===== src/rtl/uart_tx_sched_if.sv =====
// Handshake bundle between the byte requesters, the UART scheduler and the UART transmitter.
interface uart_tx_sched_if #(
    parameter int NUM_REQ   = 4,
    parameter int UART_SIZE = 8
);
    localparam int ID_W = (NUM_REQ > 1) ? $clog2(NUM_REQ) : 1;

    logic [NUM_REQ-1:0]           req_valid;
    logic [NUM_REQ*UART_SIZE-1:0] req_data;
    logic [NUM_REQ-1:0]           req_ready;
    logic                         CTS;
    logic                         tx_start;
    logic [UART_SIZE-1:0]         tx_data;
    logic                         tx_busy;
    logic [ID_W-1:0]              grant_id;
    logic                         sched_busy;

    modport master (
        output req_valid, req_data, CTS, tx_busy,
        input  req_ready, tx_start, tx_data, grant_id, sched_busy
    );

    modport slave (
        input  req_valid, req_data, CTS, tx_busy,
        output req_ready, tx_start, tx_data, grant_id, sched_busy
    );
endinterface


===== src/rtl/uart_tx_sched.sv =====
// Round-robin scheduler sharing one UART transmitter among NUM_REQ byte requesters,
// with bounded bursts per grant and CTS flow control applied only before a byte is accepted.
module uart_tx_sched #(
    parameter int NUM_REQ   = 4,
    parameter int UART_SIZE = 8,
    parameter int MAX_BURST = 4
) (
    input  logic           clk,
    input  logic           reset,
    uart_tx_sched_if.slave bus
);
    localparam int              ID_W      = (NUM_REQ > 1) ? $clog2(NUM_REQ) : 1;
    localparam int              BC_W      = $clog2(MAX_BURST + 1);
    localparam logic [BC_W-1:0] BURST_MAX = BC_W'(MAX_BURST);
    localparam logic [ID_W-1:0] LAST_INIT = ID_W'(NUM_REQ - 1);

    typedef enum logic [1:0] {IDLE, SEND, WAIT_ACK, WAIT_DONE} state_t;

    state_t               state, state_nxt;
    logic [ID_W-1:0]      grant_id, last_grant, rr_pick, rr_cand;
    logic [BC_W-1:0]      burst_cnt;
    logic                 rr_found, grant_valid, accept, release_grant;
    logic [UART_SIZE-1:0] grant_data;
    logic                 tx_start_p1;
    logic [UART_SIZE-1:0] tx_data_p1;

    assign grant_valid = bus.req_valid[grant_id];
    assign grant_data  = bus.req_data[int'(grant_id)*UART_SIZE +: UART_SIZE];

    // Search upward from the requester after the last one served, wrapping.
    always_comb begin
        rr_pick  = last_grant;
        rr_cand  = last_grant;
        rr_found = 1'b0;
        for (int i = 1; i <= NUM_REQ; i++) begin
            rr_cand = ID_W'((int'(last_grant) + i) % NUM_REQ);
            if (!rr_found && bus.req_valid[rr_cand]) begin
                rr_pick  = rr_cand;
                rr_found = 1'b1;
            end
        end
    end

    always_ff @(posedge clk or negedge reset) begin
        if (!reset) state <= IDLE;
        else        state <= state_nxt;
    end

    always_comb begin
        state_nxt     = state;
        accept        = 1'b0;
        release_grant = 1'b0;
        bus.req_ready = '0;
        case (state)
            IDLE: begin
                if (bus.CTS && rr_found) state_nxt = SEND;
            end
            SEND: begin
                accept                  = grant_valid && bus.CTS && !bus.tx_busy;
                bus.req_ready[grant_id] = accept;
                if (accept) begin
                    state_nxt = WAIT_ACK;
                end else if (!grant_valid) begin
                    state_nxt     = IDLE;
                    release_grant = 1'b1;
                end
            end
            WAIT_ACK: begin
                if (bus.tx_busy) state_nxt = WAIT_DONE;
            end
            WAIT_DONE: begin
                if (!bus.tx_busy) begin
                    if (burst_cnt < BURST_MAX && grant_valid) begin
                        state_nxt = SEND;
                    end else begin
                        state_nxt     = IDLE;
                        release_grant = 1'b1;
                    end
                end
            end
            default: state_nxt = IDLE;
        endcase
    end

    // Stage p1: accepted byte and its launch pulse, one cycle after the handshake.
    always_ff @(posedge clk or negedge reset) begin
        if (!reset) begin
            grant_id    <= '0;
            last_grant  <= LAST_INIT;
            burst_cnt   <= '0;
            tx_start_p1 <= 1'b0;
            tx_data_p1  <= '0;
        end else begin
            tx_start_p1 <= accept;
            if (state == IDLE && bus.CTS && rr_found) begin
                grant_id  <= rr_pick;
                burst_cnt <= '0;
            end
            if (accept) begin
                tx_data_p1 <= grant_data;
                if (burst_cnt != BURST_MAX) burst_cnt <= burst_cnt + BC_W'(1);
            end
            if (release_grant) last_grant <= grant_id;
        end
    end

    assign bus.tx_start   = tx_start_p1;
    assign bus.tx_data    = tx_data_p1;
    assign bus.grant_id   = grant_id;
    assign bus.sched_busy = (state != IDLE);
endmodule


===== src/flat_wrapper.sv =====
// flat-port wrapper written by rule: the top's interface ports become plain ports
module uart_tx_sched_flat 
#(
    parameter int NUM_REQ   = 4,
    parameter int UART_SIZE = 8,
    parameter int MAX_BURST = 4
)
  (clk, reset, bus_req_valid, bus_req_data, bus_CTS, bus_tx_busy, bus_req_ready, bus_tx_start, bus_tx_data, bus_grant_id, bus_sched_busy);
  uart_tx_sched_if #(.NUM_REQ(NUM_REQ), .UART_SIZE(UART_SIZE)) bus_i ();
  input  logic clk;
  input  logic reset;
  input wire logic [$bits(bus_i.req_valid)-1:0] bus_req_valid;
  input wire logic [$bits(bus_i.req_data)-1:0] bus_req_data;
  input wire logic [$bits(bus_i.CTS)-1:0] bus_CTS;
  input wire logic [$bits(bus_i.tx_busy)-1:0] bus_tx_busy;
  output wire logic [$bits(bus_i.req_ready)-1:0] bus_req_ready;
  output wire logic [$bits(bus_i.tx_start)-1:0] bus_tx_start;
  output wire logic [$bits(bus_i.tx_data)-1:0] bus_tx_data;
  output wire logic [$bits(bus_i.grant_id)-1:0] bus_grant_id;
  output wire logic [$bits(bus_i.sched_busy)-1:0] bus_sched_busy;
  assign bus_i.req_valid = bus_req_valid;
  assign bus_i.req_data = bus_req_data;
  assign bus_i.CTS = bus_CTS;
  assign bus_i.tx_busy = bus_tx_busy;
  assign bus_req_ready = bus_i.req_ready;
  assign bus_tx_start = bus_i.tx_start;
  assign bus_tx_data = bus_i.tx_data;
  assign bus_grant_id = bus_i.grant_id;
  assign bus_sched_busy = bus_i.sched_busy;
  uart_tx_sched #(.NUM_REQ(NUM_REQ), .UART_SIZE(UART_SIZE), .MAX_BURST(MAX_BURST)) u_core (.clk(clk), .reset(reset), .bus(bus_i));
endmodule

===== config.mk =====
export PLATFORM = sky130hd
export DESIGN_NAME = uart_tx_sched_flat
export DESIGN_NICKNAME = d
export VERILOG_FILES = /design/src/rtl/uart_tx_sched_if.sv /design/src/rtl/uart_tx_sched.sv /design/src/flat_wrapper.sv
export SDC_FILE = /design/constraint.sdc
export NUM_CORES = 1
export LEC_CHECK = 0
export CORE_MARGIN = 3
export CORE_UTILIZATION = 40
export DETAILED_ROUTE_END_ITERATION = 6
export GPL_TIMING_DRIVEN = 1
export PLACE_DENSITY = 0.83
export SYNTH_ARGS = -nofsm -noshare
export SYNTH_HDL_FRONTEND = slang
export SYNTH_SLANG_ARGS = --single-unit

===== constraint.sdc =====
create_clock -name clk -period 2 [get_ports clk]
set_input_delay 0.4 -clock clk [delete_from_list [all_inputs] [get_ports clk]]
set_output_delay 0.4 -clock clk [all_outputs]
set_load 0.1 [all_outputs]

* After elaboration in Yosys (flattened, before gate mapping)
Index checks and enable logic that the tools add are counted.
Storage, ports and cells: bits in registers 18, input port bits 40, logic and storage cells 82
Cells by class: add/sub/neg operators 5, magnitude comparators 7, equal/unequal tests 8, shift-type cells 1, mux-type cells 37, bitwise gates (word level) 1, reduce and logical (&&, ||, !) cells 17
Operator list (number):
- 32-bit by 6-bit variable part select with 8-bit output | 1
- 2-bit two-way mux | 9
- 1-bit two-way mux | 16
- 2-bit by 3-bit < comparator with 1-bit output, second input constant | 5
- 1-bit binary-select mux with 2-bit select | 5
- 1-bit logical AND | 10
- 3-bit two-way mux | 3
- 2-bit one-hot mux with 4 select lines | 1
- 3-bit inequality test, second input constant | 2
- 2-bit by 1-bit adder with 2-bit output, second input constant | 2
- 2-bit adder, second input constant | 2
- 4-bit bitwise AND | 1
- 2-bit equality test, second input constant | 2
- 1-bit zero test | 4
- 4-bit two-way mux | 1
- 2-bit inequality test, second input constant | 2
- 4-bit AND reduction | 1
- 3-bit by 1-bit adder with 3-bit output, second input constant | 1
- 3-bit < comparator, second input constant | 1
- 1-bit demux with 2-bit select | 1
- 2-bit by 1-bit equality test with 1-bit output, second input constant | 1
- 2-bit by 1-bit greater-or-equal comparator with 1-bit output, second input constant | 1
- 2-bit zero test | 1
- 2-bit by 1-bit inequality test with 1-bit output, second input constant | 1
- other kinds (2) | 2

* Depth between registers and ports, before layout
Gate-level depths: netlist of run 1.
depth in word-level cells 17, mapped depth 6

* Worst setup path before layout of run 1
OpenSTA, ideal clock, no wires.
path type reg2out, start point register u_core.grant_id[1] (netlist: u_core.bus.grant_id[1]), end point output bus_req_ready[2], arrival 3.895 ns, setup slack -2.295 ns, cell stages (with the launch flop) 5, path buffers 1, path through dfrtp_1 mux4_2 nand2_4 buf_8 nor3b_1
On the way: word-level cells in the longest chain between the ends 6
RTL lines:
- start: declaration | line uart_tx_sched.sv:20 | logic [ID_W-1:0] grant_id, last_grant, rr_pick, rr_cand;
- start signal: assignment | line uart_tx_sched.sv:96 | grant_id <= rr_pick;
- 2-bit by 3-bit < comparator with 1-bit output (implied by the code) (tied with other cells) | line uart_tx_sched.sv:60 | bus.req_ready[grant_id] = accept;
- 1-bit logical AND (implied by the code) or 1-bit two-way mux (tied branches) | line uart_tx_sched.sv:60, uart_tx_sched.sv:27
- 1-bit two-way mux (implied by the code) or 1-bit logical AND (tied branches) | line uart_tx_sched.sv:60, uart_tx_sched.sv:59
- 1-bit demux with 2-bit select or 1-bit logical AND (tied branches)
- 4-bit bitwise AND (no line) *
- 4-bit two-way mux * | line uart_tx_sched.sv:54 | case (state)
- end: declaration | line flat_wrapper.sv:16 | output wire logic [$bits(bus_i.req_ready)-1:0] bus_req_ready;
Mark *: on every way between the ends. The rest lies on a longest branch, timed or not. The select of a mux whose other input is x is not followed.

* Worst setup path in the final report of run 1
start point register u_core.grant_id[0] (netlist: u_core.bus.grant_id[0]), end point output bus_req_ready[1]
The elaborated chain is that of the path after synthesis.

==> results of run 1 <==
## power groups by stage
| stage | sequential [uW] | clock (uW) | combinational, uW |
|---|---|---|---|
| after CTS | 667 | 237 | 2190 |
| final | 669 | 235 | 2180 |
| after floorplan | 1430 | 0 | 828 |
| after global placement | 663 | 0 | 2160 |
| after global routing | 700 | 260 | 2290 |
| after detailed placement | 676 | 0 | 2190 |
## stage by stage
step                hold WS [ps]  instance area, sq um  setup slack (ps)
floorplan                    104                  1190              -695
global placement             491                  1890              -235
global route                 429                  1930              -296
finish                       421                  1930              -234
CTS                          434                  1920              -228
detailed placement           494                  1890              -255
## cell type report
class / instances / area, sq um
clock buffer: 4 / 36.3
tap: 30 / 37.5
timing repair buffer: 69 / 709
inverter: 4 / 15.0
multi-input combinational: 67 / 676
fill: 176 / 658
sequential: 18 / 458
## repair_timing
action	CTS	global route
hold endpoints to repair	0	0
pin swaps	4	1
setup buffers	0	1
endpoints found under the setup margin	4	4
cloned	0	0
resized for setup	5	0
## logic make-up after synthesis
logic type                 Yosys count  synth area share
AOI/OAI and AO/OA                   15            0.0843
adders and majority gates            2            0.0219
buffers and inverters                9            0.0460
DFF                                 18             0.396
muxes                               21             0.303
and+or+nand+nor                     29             0.148
## cell usage in the layout, fill, tap and decap left out, types with 2 or more instances in the layout
master	synthesis	routed
mux4_2	6	6
nor2_1	2	2
nor3b_4	0	2
nand2b_1	3	3
dfstp_2	2	2
buf_4	0	22
mux2_2	10	10
mux4_1	3	3
o21ai_0	4	4
nand3_1	2	2
dlygate4sd2_1	0	5
clkdlybuf4s50_1	0	34
o211ai_1	2	2
clkbuf_4	0	3
dfrtp_1	16	14
nand2_1	8	8
mux2i_1	2	2
a21oi_1	4	4
ha_1	2	2
inv_1	4	4
buf_12	0	8
## final timing paths
path | start | endpoint | slack [ps] | depth (start not counted)
setup reg to reg | u_core.bus.grant_id[0]$_DFFE_PN0P_ | u_core.bus.tx_data[5]$_DFFE_PN0P_ | 100 | 6
hold reg to reg | u_core.bus.tx_data[1]$_DFFE_PN0P_ | u_core.bus.tx_data[1]$_DFFE_PN0P_ | 520 | 1
setup / recovery | u_core.bus.grant_id[0]$_DFFE_PN0P_ | bus_req_ready[1] | -230 | 5
max in group asynchronous | reset | u_core.last_grant[0]$_DFFE_PN1P_ | 1300 | 2
min in group clk | u_core.bus.tx_data[1]$_DFFE_PN0P_ | u_core.bus.tx_data[1]$_DFFE_PN0P_ | 520 | 1
hold / removal | reset | u_core.bus.grant_id[0]$_DFFE_PN0P_ | 420 | 2
## critical path, cell delays in order (launching register included)
cell	delay [ps]
dfrtp_4	510
mux4_2	380
nand2_4	70
buf_12	140
nor3b_4	230
buf_12	210
## flip-flops by register name, indices dropped and copies added, names as in the netlist, named ones only
| register | count |
|---|---|
| u_core.bus.tx_data | 8 |
| u_core.burst_cnt | 3 |
| u_core.bus.grant_id | 2 |
| u_core.last_grant | 2 |
| u_core.bus.tx_start | 1 |
| u_core.state | 1 |
## per-layer routing
| metal | vias up | global-route usage | part of all wire |
|---|---|---|---|
| met4 | 0 | 0.0906 | 0.019 |
| met1 | 504 | 0.229 | 0.37 |
| met2 | 46 | 0.324 | 0.53 |
| met5 | - | 0 | 0 |
| met3 | 8 | 0.0501 | 0.083 |
| li1 | 488 | - | - |
==> run_results.csv, run 1 <==
group,metric,value,unit
status,violations,"negative setup slack",
layout,nets,205,
yosys,syn_inst,94,
global_routing,grt_max_degree,19,
sta,slew_headroom,0.792,
pwr,internal_power,1440,uW
layout,syn_to_final_growth,69.1,%
route,vias,1046,
placed_design,portBuffers,55,
clocking,cts-htree-levels,1,
global_routing,grt_overflow,0,
sta,rsz0062_at_grt,"true",
floorplanning,fp-row-count,18,
layout,layout-drive-gt1-share,0.383,
pwr,p_leak,0.000836,uW
route,drtIter0Drc,53,
yosys,yosysWarnings,0,
yosys,synthTopCellsByArea,"dfrtp_1 (35%), mux4_2 (12%), mux2_2 (9.9%)",
pwr,swShare,0.532,
min_path,hp-class,"primary input to asynchronous set/reset pin",
pwr,seq_power_share,0.217,
layout,finish.utilization,0.746,
pwr,finalPower,3090,uW
critical_path,worst_setup_path_end_kind,"primary output",
critical_path,critical_path_class,"flip-flop to primary output",
yosys,async_flop_share,1.00,
route,avgRoutedWirePerCell,17.1,um
pwr,ir_drop,1.42,mV
yosys,synth_common_cells,"dfrtp_1 (16), mux2_2 (10), nand2_1 (8)",
global_routing,grt_pass1_vias,1059,
yosys,syn_avg_cell_area,12.2,sq um
run,drv_cap,0,
critical_path,critical_path_peak_fanout,4,
critical_path,cp-start-kind,"flip-flop",
route,drc,0,
yosys,synthFlopType,"dfrtp_1",
sta,finalWorstSetupSlack,-234,ps
clocking,path_clk_slew,120,ps
sta,fin_worst_skew,15.4,ps
layout,antenna_cells,0,
pwr,p_clk_frac,0.076,
sta,max_freq,0.448,GHz
route,wirelength,3290,um
clocking,cts_num_sinks,18,
critical_path,crit_arrival,1830,ps
pwr,p_sw,1640,uW
sta,timing.final.crit_share,1.12,
yosys,synth_edf_count,0,
placed_design,gp_congestion,0.748,
placed_design,dp_cells,187,
yosys,yosysMostFrequentCell,"dfrtp_1",
floorplanning,die_y,59.4,um
pwr,pwr-share-comb,0.707,
sta,tightest_slew,309,ps
yosys,synth_top_area_share,0.350,
clocking,cts_tree,"built",
clocking,ctsHoldBuffers,0,
yosys,synth_top_area_cell,"dfrtp_1",
clocking,cts_root_buf,"clkbuf_4",
clocking,clockBufferDepth,2,
placed_design,hpwlAfterDp,2610,um
floorplanning,die_w,59.4,um
yosys,ys_seq_area_frac,0.396,
clocking,insertion_delay,300,ps
critical_path,crit_required,1600,ps
clocking,cts_buffers,3,
sta,min_period,2230,ps
floorplanning,dieArea,0.00353,sq mm
floorplanning,io_pins,56,
route,drtAntennaViolNets,0,
sta,finalSetupTns,-777,ps
pwr,power_density,1600,mW/mm^2
status,status,"finished, violations left",
yosys,synth_fp_nets,136,
route,drt_pre_antenna_iters,4,
floorplanning,core_area,0.00259,sq mm
layout,instances_no_fill,192,
yosys,synth-seq-cells,18,
global_routing,grt_pass1_wl,5010,um
sta,setup_viol,4,
global_routing,track_usage,0.194,
floorplanning,start_util,0.441,
route,viasPerCell,5.45,
sta,slew_violations,0,
global_routing,antenna_found_initial,0,
yosys,synth_area,0.00114,sq mm
sta,final_hold_viol_count,0,
yosys,ys_types,35,
Note: power is estimated with default switching activity, not from simulation.
==> run 2, diff against run 1 <==
--- a/config.mk
+++ b/config.mk
@@ -5,7 +5,7 @@
 export SDC_FILE = /design/constraint.sdc
 export NUM_CORES = 1
 export LEC_CHECK = 0
-export CORE_MARGIN = 3
+export CORE_MARGIN = 2
 export CORE_UTILIZATION = 40
 export DETAILED_ROUTE_END_ITERATION = 6
 export GPL_TIMING_DRIVEN = 1
==> run 2 against run 1 <==
  * The flow still finishes with violations (negative setup slack)
  * Utilization down 4.7 points
  * Combinational power about the same
  * Sequential share of layout area up 0.28 points
  * Worst setup slack better by 44 ps
  * Final area down 1.2%
==> run_results.csv, run 2 (same netlist as run 1, synthesis figures left out) <==
group,metric,value,unit
pwr,internal_power,1410,uW
pwr,seq_power_share,0.221,
sta,timing.final.crit_share,1.10,
global_routing,grt_max_degree,16,
floorplanning,core_area,0.00273,sq mm
floorplanning,dieArea,0.00330,sq mm
layout,layout-drive-gt1-share,0.375,
run,drv_cap,0,
critical_path,critical_path_class,"primary input to primary output",
critical_path,regToRegSetupSlack,50,ps
pwr,finalPower,3040,uW
critical_path,crit_top_cell,"buf_12",
route,vias,1048,
status,status,"finished, violations left",
layout,antenna_cells,0,
placed_design,portBuffers,55,
route,drc,0,
route,drt_pre_antenna_iters,5,
critical_path,critical_path_peak_fanout,4,
sta,slew_headroom,0.703,
placed_design,dp_cells,186,
pwr,p_leak,0.000823,uW
critical_path,crit_arrival,1790,ps
critical_path,path_cells,"clkdlybuf4s50_1, and4bb_2, nand2_4, buf_12, nor3b_4, buf_12",
critical_path,crit_required,1600,ps
layout,syn_to_final_growth,67.1,%
pwr,pwr-share-comb,0.705,
pwr,p_clk_frac,0.074,
sta,slew_violations,0,
sta,final_hold_viol_count,0,
clocking,cts-htree-levels,1,
floorplanning,io_pins,56,
placed_design,hpwlAfterDp,2420,um
pwr,ir_drop,1.81,mV
pwr,swShare,0.536,
sta,fin_worst_skew,1.35,ps
pwr,power_density,1590,mW/mm^2
sta,finalWorstSetupSlack,-191,ps
sta,rsz0062_at_grt,"true",
layout,most-common-layout-cells,"clkdlybuf4s50_1 (34), buf_4 (20), dfrtp_1 (14)",
global_routing,antenna_found_initial,0,
layout,instances_no_fill,191,
global_routing,track_usage,0.205,
clocking,cts_tree,"built",
clocking,path_clk_slew,100,ps
clocking,ctsHoldBuffers,0,
sta,tightest_slew,445,ps
layout,largest_reg_flops,8,
route,wirelength,3100,um
placed_design,gp_congestion,0.880,
critical_path,r2r.worst_path.cells,6,
critical_path,crit_slowest_cell,"clkdlybuf4s50_1",
floorplanning,die_y,57.4,um
layout,nFillCells,210,
clocking,cts_buffers,3,
floorplanning,fp-row-count,19,
critical_path,cp-start-kind,"primary input",
route,drtIter0Drc,33,
critical_path,cpPeakStageDelay,500,ps
layout,finish.utilization,0.698,
critical_path,path_buf_inv,3,
pwr,p_sw,1630,uW
clocking,cts_num_sinks,18,
global_routing,grt_pass1_vias,1108,
layout,nets,203,
sta,finalSetupTns,-673,ps
sta,max_freq,0.456,GHz
critical_path,cp_top_family,"buffers and inverters",
placed_design,pre_cts_ws,-303,ps
critical_path,worst_setup_path_end_kind,"primary output",
global_routing,grt_pass1_wl,5190,um
sta,setup_viol,4,
route,drtAntennaViolNets,0,
sta,min_period,2190,ps
critical_path,critical_path_depth,6,
layout,final_common_cell,"clkdlybuf4s50_1",
route,avgRoutedWirePerCell,16.2,um
status,violations,"negative setup slack",
global_routing,grt_overflow,0,
min_path,hp-class,"primary input to asynchronous set/reset pin",
clocking,insertion_delay,290,ps
clocking,cts_root_buf,"clkbuf_4",
route,viasPerCell,5.49,
floorplanning,die_w,57.4,um
clocking,clockBufferDepth,2,
floorplanning,start_util,0.418,
run 2: cell count changes in the layout (fill, tap and decap cells not counted):
| cell | delta |
|---|---|
| buf_12 | -1 |
| buf_4 | -2 |
| buf_6 | +1 |
run 2: path summary, 6_finish.rpt:
kind	endpoint	start
hold / removal	u_core.bus.grant_id[0]$_DFFE_PN0P_	reset
setup reg to reg	u_core.bus.tx_data[4]$_DFFE_PN0P_	u_core.bus.grant_id[0]$_DFFE_PN0P_
hold reg to reg	u_core.bus.tx_data[7]$_DFFE_PN0P_	u_core.bus.tx_data[7]$_DFFE_PN0P_
min in group clk	u_core.bus.tx_data[7]$_DFFE_PN0P_	u_core.bus.tx_data[7]$_DFFE_PN0P_
setup / recovery	bus_req_ready[1]	bus_CTS
max in group asynchronous	u_core.burst_cnt[1]$_DFF_PN0_	reset
run 2: area by class of cell:
cell class	count	area, sq um	share of cell area
flip-flops and latches	18	458	0.240
inverters	4	15.0	0.00786
repair buffers	67	686	0.359
multi-input cells	67	676	0.354
well taps	31	38.8	0.0203
clock buffers	4	36.3	0.0190
run 2: timing repair:
action                                  CTS  global route
setup buffers                             2             0
hold endpoints to repair                  0             0
endpoints found under the setup margin    4             9
pin swaps                                 3             0
resized for setup                         8             0
run 2: metal layers:
layer	vias to the layer above	part of all wire	routed length, um	GRT usage
li1	486	-	-	-
met1	510	0.39	1220	0.255
met2	48	0.51	1590	0.349
met3	4	0.080	247	0.0476
met4	0	0.015	48	0.0698
met5	-	0	0	0
run 2: stage by stage:
stage | area, sq um | hold WS (ps)
2_1_floorplan | 1190 | 104
3_3_place_gp | 1870 | 492
3_5_place_dp | 1870 | 494
4_1_cts | 1920 | 417
5_1_grt | 1910 | 413
6_report | 1910 | 408
run 2: power by group through the flow:
stage / clock [uW] / combinational (uW) / sequential, uW
floorplan: 0 / 828 / 1430
global placement: 0 / 2110 / 671
detailed placement: 0 / 2150 / 679
CTS: 228 / 2170 / 671
global route: 248 / 2260 / 696
finish: 224 / 2150 / 674
